==> config.mk <==
export PLATFORM = sky130hd
export DESIGN_NAME = passcode_ctrl
export DESIGN_NICKNAME = d
export VERILOG_FILES = /design/src/rtl/passcode_ctrl.sv
export SDC_FILE = /design/constraint.sdc
export NUM_CORES = 1
export LEC_CHECK = 0
export CAP_MARGIN = 20
export CORE_ASPECT_RATIO = 0.5
export CORE_MARGIN = 2
export CORE_UTILIZATION = 28
export CTS_CLUSTER_DIAMETER = 50
export DETAILED_ROUTE_END_ITERATION = 16
export PLACE_DENSITY_LB_ADDON = 0.25
export SLEW_MARGIN = 15
export SYNTH_ARGS = -nofsm -noshare
export SYNTH_HDL_FRONTEND = slang
export SYNTH_SLANG_ARGS = --single-unit
==> constraint.sdc <==
create_clock -name clk -period 2.4 [get_ports clk]
set_input_delay 0.48 -clock clk [delete_from_list [all_inputs] [get_ports clk]]
set_output_delay 0.48 -clock clk [all_outputs]
set_load 0.1 [all_outputs]
==> src/rtl/passcode_ctrl.sv <==
// Passcode lock sequencer: captures keypad digits through an external encoder,
// stores/compares the encoded code, counts failed attempts and times a lockout.
module passcode_ctrl #(
  parameter int DIGITS      = 4,
  parameter int CODE_W      = 5,
  parameter int MAX_TRIES   = 3,
  parameter int LOCK_CYCLES = 1000
) (
  input  logic              clk,
  input  logic              rst_n,
  input  logic              key_valid,
  input  logic [3:0]        key_digit,
  input  logic              key_enter,
  input  logic              key_clear,
  input  logic              set_mode,
  output logic [3:0]        enc_in,
  input  logic [CODE_W-1:0] enc_out,
  output logic              unlock,
  output logic              fail,
  output logic              alarm,
  output logic              need_setup,
  output logic [2:0]        digit_cnt,
  output logic              key_err,
  output logic [2:0]        dbg_state
);

  localparam int ENTRY_W = DIGITS * CODE_W;
  localparam int TRY_W   = $clog2(MAX_TRIES + 1);
  localparam int TMR_W   = $clog2(LOCK_CYCLES);

  typedef enum logic [2:0] {
    S_SETUP   = 3'd0,
    S_IDLE    = 3'd1,
    S_CHECK   = 3'd2,
    S_OPEN    = 3'd3,
    S_FAIL    = 3'd4,
    S_LOCKOUT = 3'd5
  } state_t;

  state_t             state, state_d;
  logic [ENTRY_W-1:0] entry, entry_d, stored, stored_d;
  logic               pw_valid, pw_valid_d;
  logic [TRY_W-1:0]   tries, tries_d;
  logic [TMR_W-1:0]   timer, timer_d;
  logic [2:0]         cnt_d;
  logic               key_err_d;
  logic               cnt_full, digit_ok, match;
  logic [ENTRY_W-1:0] entry_shift;

  // Key strobes are single-cycle pulses sampled every clock with no back-pressure;
  // within one cycle key_clear beats key_enter beats key_valid, losers are dropped.
  assign enc_in      = key_digit;
  assign dbg_state   = state;
  assign cnt_full    = (digit_cnt == 3'(DIGITS));
  assign digit_ok    = (key_digit <= 4'd9);
  assign match       = pw_valid && cnt_full && (entry == stored);
  assign entry_shift = {entry[ENTRY_W-CODE_W-1:0], enc_out};

  always_comb begin
    state_d    = state;
    entry_d    = entry;
    stored_d   = stored;
    pw_valid_d = pw_valid;
    tries_d    = tries;
    timer_d    = timer;
    cnt_d      = digit_cnt;
    key_err_d  = 1'b0;
    case (state)
      S_SETUP, S_IDLE: begin
        if (key_clear) begin
          entry_d = '0;
          cnt_d   = '0;
        end else if (key_enter) begin
          if (state == S_IDLE) begin
            state_d = S_CHECK;
          end else begin
            if (cnt_full) begin
              stored_d   = entry;
              pw_valid_d = 1'b1;
              state_d    = S_IDLE;
            end
            entry_d = '0;
            cnt_d   = '0;
          end
        end else if (key_valid) begin
          if (digit_ok && !cnt_full) begin
            entry_d = entry_shift;
            cnt_d   = digit_cnt + 3'd1;
          end else begin
            key_err_d = 1'b1;
          end
        end
      end
      S_CHECK: begin
        entry_d = '0;
        cnt_d   = '0;
        if (match) begin
          tries_d = '0;
          state_d = S_OPEN;
        end else if (int'(tries) + 1 >= MAX_TRIES) begin
          timer_d = TMR_W'(LOCK_CYCLES - 1);
          state_d = S_LOCKOUT;
        end else begin
          tries_d = tries + TRY_W'(1);
          state_d = S_FAIL;
        end
      end
      S_OPEN: begin
        // The old code stays live in SETUP until a full new entry is committed.
        if (key_clear)     state_d = S_IDLE;
        else if (set_mode) state_d = S_SETUP;
      end
      S_FAIL: state_d = S_IDLE;
      S_LOCKOUT: begin
        if (timer == '0) begin
          tries_d = '0;
          state_d = S_IDLE;
        end else begin
          timer_d = timer - TMR_W'(1);
        end
      end
      default: state_d = S_SETUP;
    endcase
  end

  always_ff @(posedge clk) begin
    if (!rst_n) begin
      state      <= S_SETUP;
      entry      <= '0;
      stored     <= '0;
      pw_valid   <= 1'b0;
      tries      <= '0;
      timer      <= '0;
      digit_cnt  <= '0;
      key_err    <= 1'b0;
      unlock     <= 1'b0;
      fail       <= 1'b0;
      alarm      <= 1'b0;
      need_setup <= 1'b1;
    end else begin
      state      <= state_d;
      entry      <= entry_d;
      stored     <= stored_d;
      pw_valid   <= pw_valid_d;
      tries      <= tries_d;
      timer      <= timer_d;
      digit_cnt  <= cnt_d;
      key_err    <= key_err_d;
      unlock     <= (state == S_OPEN);
      fail       <= (state == S_FAIL);
      alarm      <= (state == S_LOCKOUT);
      need_setup <= (state == S_SETUP);
    end
  end

endmodule
==> flow_summary.toml <==
[detailed_routing]
num_vias = 2335
dr.pass1.iters = 4
drcViolationCount = 0
finalWirelength_um = 6530
met2_length_um = 2990
wl_per_cell_um = 12.7
drt_iter0_drc = 123
vias_per_cell = 4.54
wl_met1_um = 3180
wl_met3_um = 232
ant_nets = 0
maxUsedRoutingLayer = "met4"

[synthesis]
yosys_warnings = 0
ys.flop_type = "dfxtp_1"
synth_edf_count = 0
avgSynthCellArea_um2 = 8.83
synthCells = 340
ys_seq_elements = 64
syn_nets = 361
synth.distinct_cells = 46
syn_area_um2 = 3000
async_flop_share = 0
ys_seq_area_frac = 0.427

[sta]
slew_headroom = 0.614
finalMaxSlewViolations = 0
hold_violations = 0
setup_tns_ns = 0
period_needed_ns = 2.05
rsz0062_at_grt = "no"
tightestPinTransition_ns = 0.577
whs_ns = 0.471
fin_skew_ns = 0.00482
max_freq_mhz = 487
setup_slack_ns = 0.345
period_share = 0.856
finalSetupViolCount = 0

[cells_and_area]
fin_util = 0.368
instances_no_fill = 514
nNetsFinal = 390
layout_commonest_cell = "dfxtp_1"
postLayoutCellArea_um2 = 3790
final_cell_mix = "dfxtp_1 (62), nand2_1 (54), nor2_1 (35)"
area_delta_synth_final_pct = 26.3
diodes = 0
fillers = 1059
drive_gt1_frac = 0.147

[global_routing]
grt_pass1_wl_um = 11300
grt_overflow = 0
grt_usage = 0.124
grt_max_degree = 24
antenna_found_initial = 0
grt_pass1_vias = 2354

[clocking]
numCtsBuffers = 9
hold_buffers = 0
cts_tree = "built"
cts.sinks = 64
cts_buffer_depth = 2
htree_levels = 3
clk-insertion-delay-late_ns = 0.33
clk_pin_slew_ns = 0.05
root_buffer = "clkbuf_16"
post_cts_buffers = 0
cts_resized = 0

[critical_path]
start_kind = "register"
crit_required_ns = 2.62
critPathSlowestCell = "or4b_1"
worstSetupEndpointType = "register"
crit_arrival_ns = 2.27
cp_top_family = "compound AO/OA/AOI/OAI gates"
cpMostUsedCell = "o31ai_4"
rrSetupSlack_ns = 0.35
crit_chain = "inv_1 -> ha_1 -> or4b_1 -> o31ai_4 -> o31ai_4 -> o2111a_1"
crit_buf_inv = 1
crit_type = "register to register"
crit_path_max_incr_delay_ns = 0.50
cp_max_fo = 9

[die]
core_area_um2 = 10300
die_h_um = 77.2
fp-row-count = 26
dieArea_um2 = 11600
start_util = 0.291
die_w_um = 150
io_pins = 30

[status]
status = "complete, no violations"

[placement]
dp_slack_ns = 0.124
routabilityCongestion = 0.719
dp_hpwl_um = 4460
post_dp_cell_area_um2 = 3470
place_inst = 498
io_buffers = 27

[flow_run]
cap_violations = 0

[power_and_ir_drop]
finalPower_mw = 2.62
p_leak_nw = 1.48
vdd_drop_max_v = 0.000324
powerDensity_nw_per_um2 = 690

[worst_hold_path]
min_path_type = "register to register"
## area by class of cell
type	count	area [µm²]	area share
Multi-Input combinational cell	246	1600	0.421
Sequential cell	64	1280	0.339
Clock inverter	5	80.1	0.0211
Clock buffer	11	243	0.0640
Inverter	8	30.0	0.00792
Timing Repair Buffer	40	383	0.101
Tap cell	140	175	0.0462
## sequential cells by signal (all words and copies together), names as in the netlist
| register | cells |
|---|---|
| dbg_state | 3 |
| tries | 2 |
| entry | 20 |
| unlock | 1 |
| need_setup | 1 |
| digit_cnt | 3 |
| pw_valid | 1 |
| fail | 1 |
| timer | 10 |
| stored | 20 |
| key_err | 1 |
| alarm | 1 |
## cells by family (layout without fill, tap and decap cells)
family | after synthesis | count (layout) | share of synthesized area
AO/OA/AOI/OAI | 57 | 57 | 0.148
XOR/XNOR | 23 | 23 | 0.0671
adder cells (fa/ha/maj) | 6 | 6 | 0.0250
buffers and inverters | 30 | 64 | 0.0459
flip-flops | 64 | 64 | 0.427
multiplexers | 22 | 22 | 0.0734
AND/OR/NAND/NOR | 138 | 138 | 0.213
## report_power, final
part,switching (mW),internal (mW)
Clock,0.469,0.935
Combinational,0.0772,0.0639
Sequential,0.00426,1.07
## path summary, 6_finish.rpt
kind                  from  endpoint  cells past startpoint
setup / recovery  timer[0]  timer[6]                      6
setup reg to reg  timer[0]  timer[6]                      6
hold / removal    pw_valid  pw_valid                      1
hold reg to reg   pw_valid  pw_valid                      1
## worst register-to-register path, cell delays in order, from the launching register on
cell      delay, ns
dfxtp_1        0.34
inv_1          0.12
ha_1           0.15
or4b_1         0.50
o31ai_4        0.35
o31ai_4        0.21
o2111a_1       0.27
## Yosys cell counts (3+ instances only)
cell	n	area [µm²]
a21boi_0	20	150
a21oi_1	5	25.0
a31oi_1	6	37.5
buf_4	6	45.0
clkbuf_1	13	48.8
dfxtp_1	64	1280
ha_1	6	75.1
inv_1	8	30.0
mux2i_1	22	220
nand2_1	54	203
nand3_1	9	45.0
nand4_1	10	62.6
nor2_1	35	131
nor2b_1	3	18.8
nor3_1	5	25.0
nor4_1	5	31.3
o21a_1	3	22.5
o21ai_0	7	35.0
xnor2_1	21	184
## metal layers
| metal | track usage | vias to the layer above |
|---|---|---|
| met5 | 0 | - |
| met4 | 0.0575 | 0 |
| met3 | 0.0357 | 13 |
| met2 | 0.205 | 23 |
| met1 | 0.149 | 1071 |
| li1 | - | 1228 |
Note: power is estimated with default switching activity, not from simulation.
==> variant: new RTL, same flow settings <==
Change the parameter `MAX_TRIES` from 3 to 6.
--- a/src/rtl/passcode_ctrl.sv
+++ b/src/rtl/passcode_ctrl.sv
@@ -5,3 +5,3 @@
   parameter int CODE_W      = 5,
-  parameter int MAX_TRIES   = 3,
+  parameter int MAX_TRIES   = 6,
   parameter int LOCK_CYCLES = 1000
Function: no difference found for any inputs over 10 cycles, from zero or initial values and one cycle with rst_n low; that may be too few to reach the edited logic, so the function may still have changed.
==> variant against the unedited design <==
  * Design area is 0.63% lower
  * Power down 6.9%
  * Wire length down 7.6%
  * Highest routed layer unchanged
  * Synthesized cell count fell by 2.1%
  * Area after synthesis up 0.25%
  * Critical endpoint is now tries[0]
  * Sequential cell count rose by 1
  * Setup slack got worse by 0.012 ns
  * Hold slack worse by 0.012 ns
  * Clock skew about the same
==> variant: results (changes against the unedited design) <==
Iteration count of the initial detailed-routing pass: 4 (unchanged)
Root Driver: clkbuf_16
Grt peak-use layer: met2
Detailed Place HPWL: 4.010 mm (-10%)
Pint: 0.001874 W (-9.3%)
Clk network pwr share: 0.493 (-0.044)
Initial DRC count: 104 (-15%)
Combinational Power: 0.000147 W (+4%)
H-Tree Depth: 3 (unchanged)
Share of cells above drive strength 1: 0.1563 (+0.009275)
Metal-1 WL: 3.146 mm (-1.0%)
Met2 routed WL: 2.596 mm (-13%)
Vias in the first global route: 2142 (-9.0%)
DR top layer: met4
Cell count after synthesis: 333 (-2.1%)
Warnings, synthesis: 0 (unchanged)
Pin count of the biggest net entering global routing: 24 (unchanged)
Clock transition at path regs: 0.05 ns (about the same)
Vias: 2283 (-2.2%)
Maximum vdd drop: 0.3485 mV (+7.4%)
Critical path's top delay family: simple AND/OR/NAND/NOR gates
Post-synthesis mux area share: 0.07484 (+0.001480)
Largest regs: entry x20, stored x20, timer x10
Area after DPL: 0.003493 sq mm (+0.72%)
Crit path max fanout: 6 (-3)
Grt met1 use: 0.1497 (+0.0004533)
Critical Path AT: 2.28 ns
Compound-Gate Fraction of Synth Area: 0.1272 (-0.02116)
Syn nets: 354 (-1.9%)
First-pass GRT wire length: 10.57 mm (-6.2%)
Final GP Congestion: 0.7062 (-1.8%)
Initial antenna violation count: 0 (unchanged)
Psw: 0.0005623 W (+2.1%)
Final instance area: 0.003767 sq mm (-0.63%)
Clk buf depth: 2 (unchanged)
Outcome: finished clean
Filler instances: 1100 (+3.9%)
Leakage: 1.603 nW (+8.5%)
TritonCTS Buffers: 9 (unchanged)
Clk_skew: 0.004911 ns (+0.00009101 ns)
Wire length on met3: 156 um (-33%)
Worst slew margin: 0.6904 (+0.07642)
Total Routing Usage GR: 0.1164 (-0.007795)
Commonest cells post-synth: dfxtp_1, nand2_1, nor2_1, a21boi_0, xor2_1
Via/cell ratio: 4.468 (-1.7%)
GR Layer Usage met3: 0.03929 (+0.003571)
Post-Place Cells: 495 (-0.60%)
Pre-CTS WS: 0.1172 ns (-0.006478 ns)
M2 GR Usage: 0.1732 (-0.03182)
Xor and xnor area share after synthesis: 0.08732 (+0.02021)
Adder-cell area share of the yosys netlist: 0.02495 (-0.00006240)
Nets: 387 (-0.77%)
Sequential share of the synthesized area: 0.4324 (+0.005588)
Post-DR wirelength/cell: 11.80 um (-7.1%)
Crit path largest cell delay: 0.34 ns (-0.16 ns)
Area contributors post-synth: dfxtp_1, nand2_1, mux2i_1
Critical Path Slowest Stage Cell: dfxtp_2
Post-CTS Setup Repair Bufs: 0 (unchanged)
Synth unique cells: 43 (-6.5%)
IO buf count: 27 (unchanged)
==> variant: area by class of cell <==
type / count / share of cell area
clock inverters: 5 / 0.008303
well taps: 140 / 0.04650
repair buffers: 41 / 0.1036
inverters: 9 / 0.008967
flip-flops and latches: 65 / 0.3464
multi-input cells: 240 / 0.4218
clock buffers: 11 / 0.06443
==> variant: path summary, 6_finish.rpt <==
path	startpoint	endpoint	slack, ns	cells past startpoint
max	digit_cnt[0]	tries[0]	0.33	8
min	pw_valid	pw_valid	0.46	1
max reg2reg	digit_cnt[0]	tries[0]	0.33	8
min reg2reg	pw_valid	pw_valid	0.46	1
==> variant: cell families (layout without fill, tap and decap cells) <==
family | count (synthesis) | count (layout)
AO/OA/AOI/OAI | 50 | 50
XOR/XNOR | 30 | 30
adder cells (fa/ha/maj) | 6 | 6
buffers and inverters | 28 | 66
flip-flops | 65 | 65
multiplexers | 22 | 22
AND/OR/NAND/NOR | 132 | 132
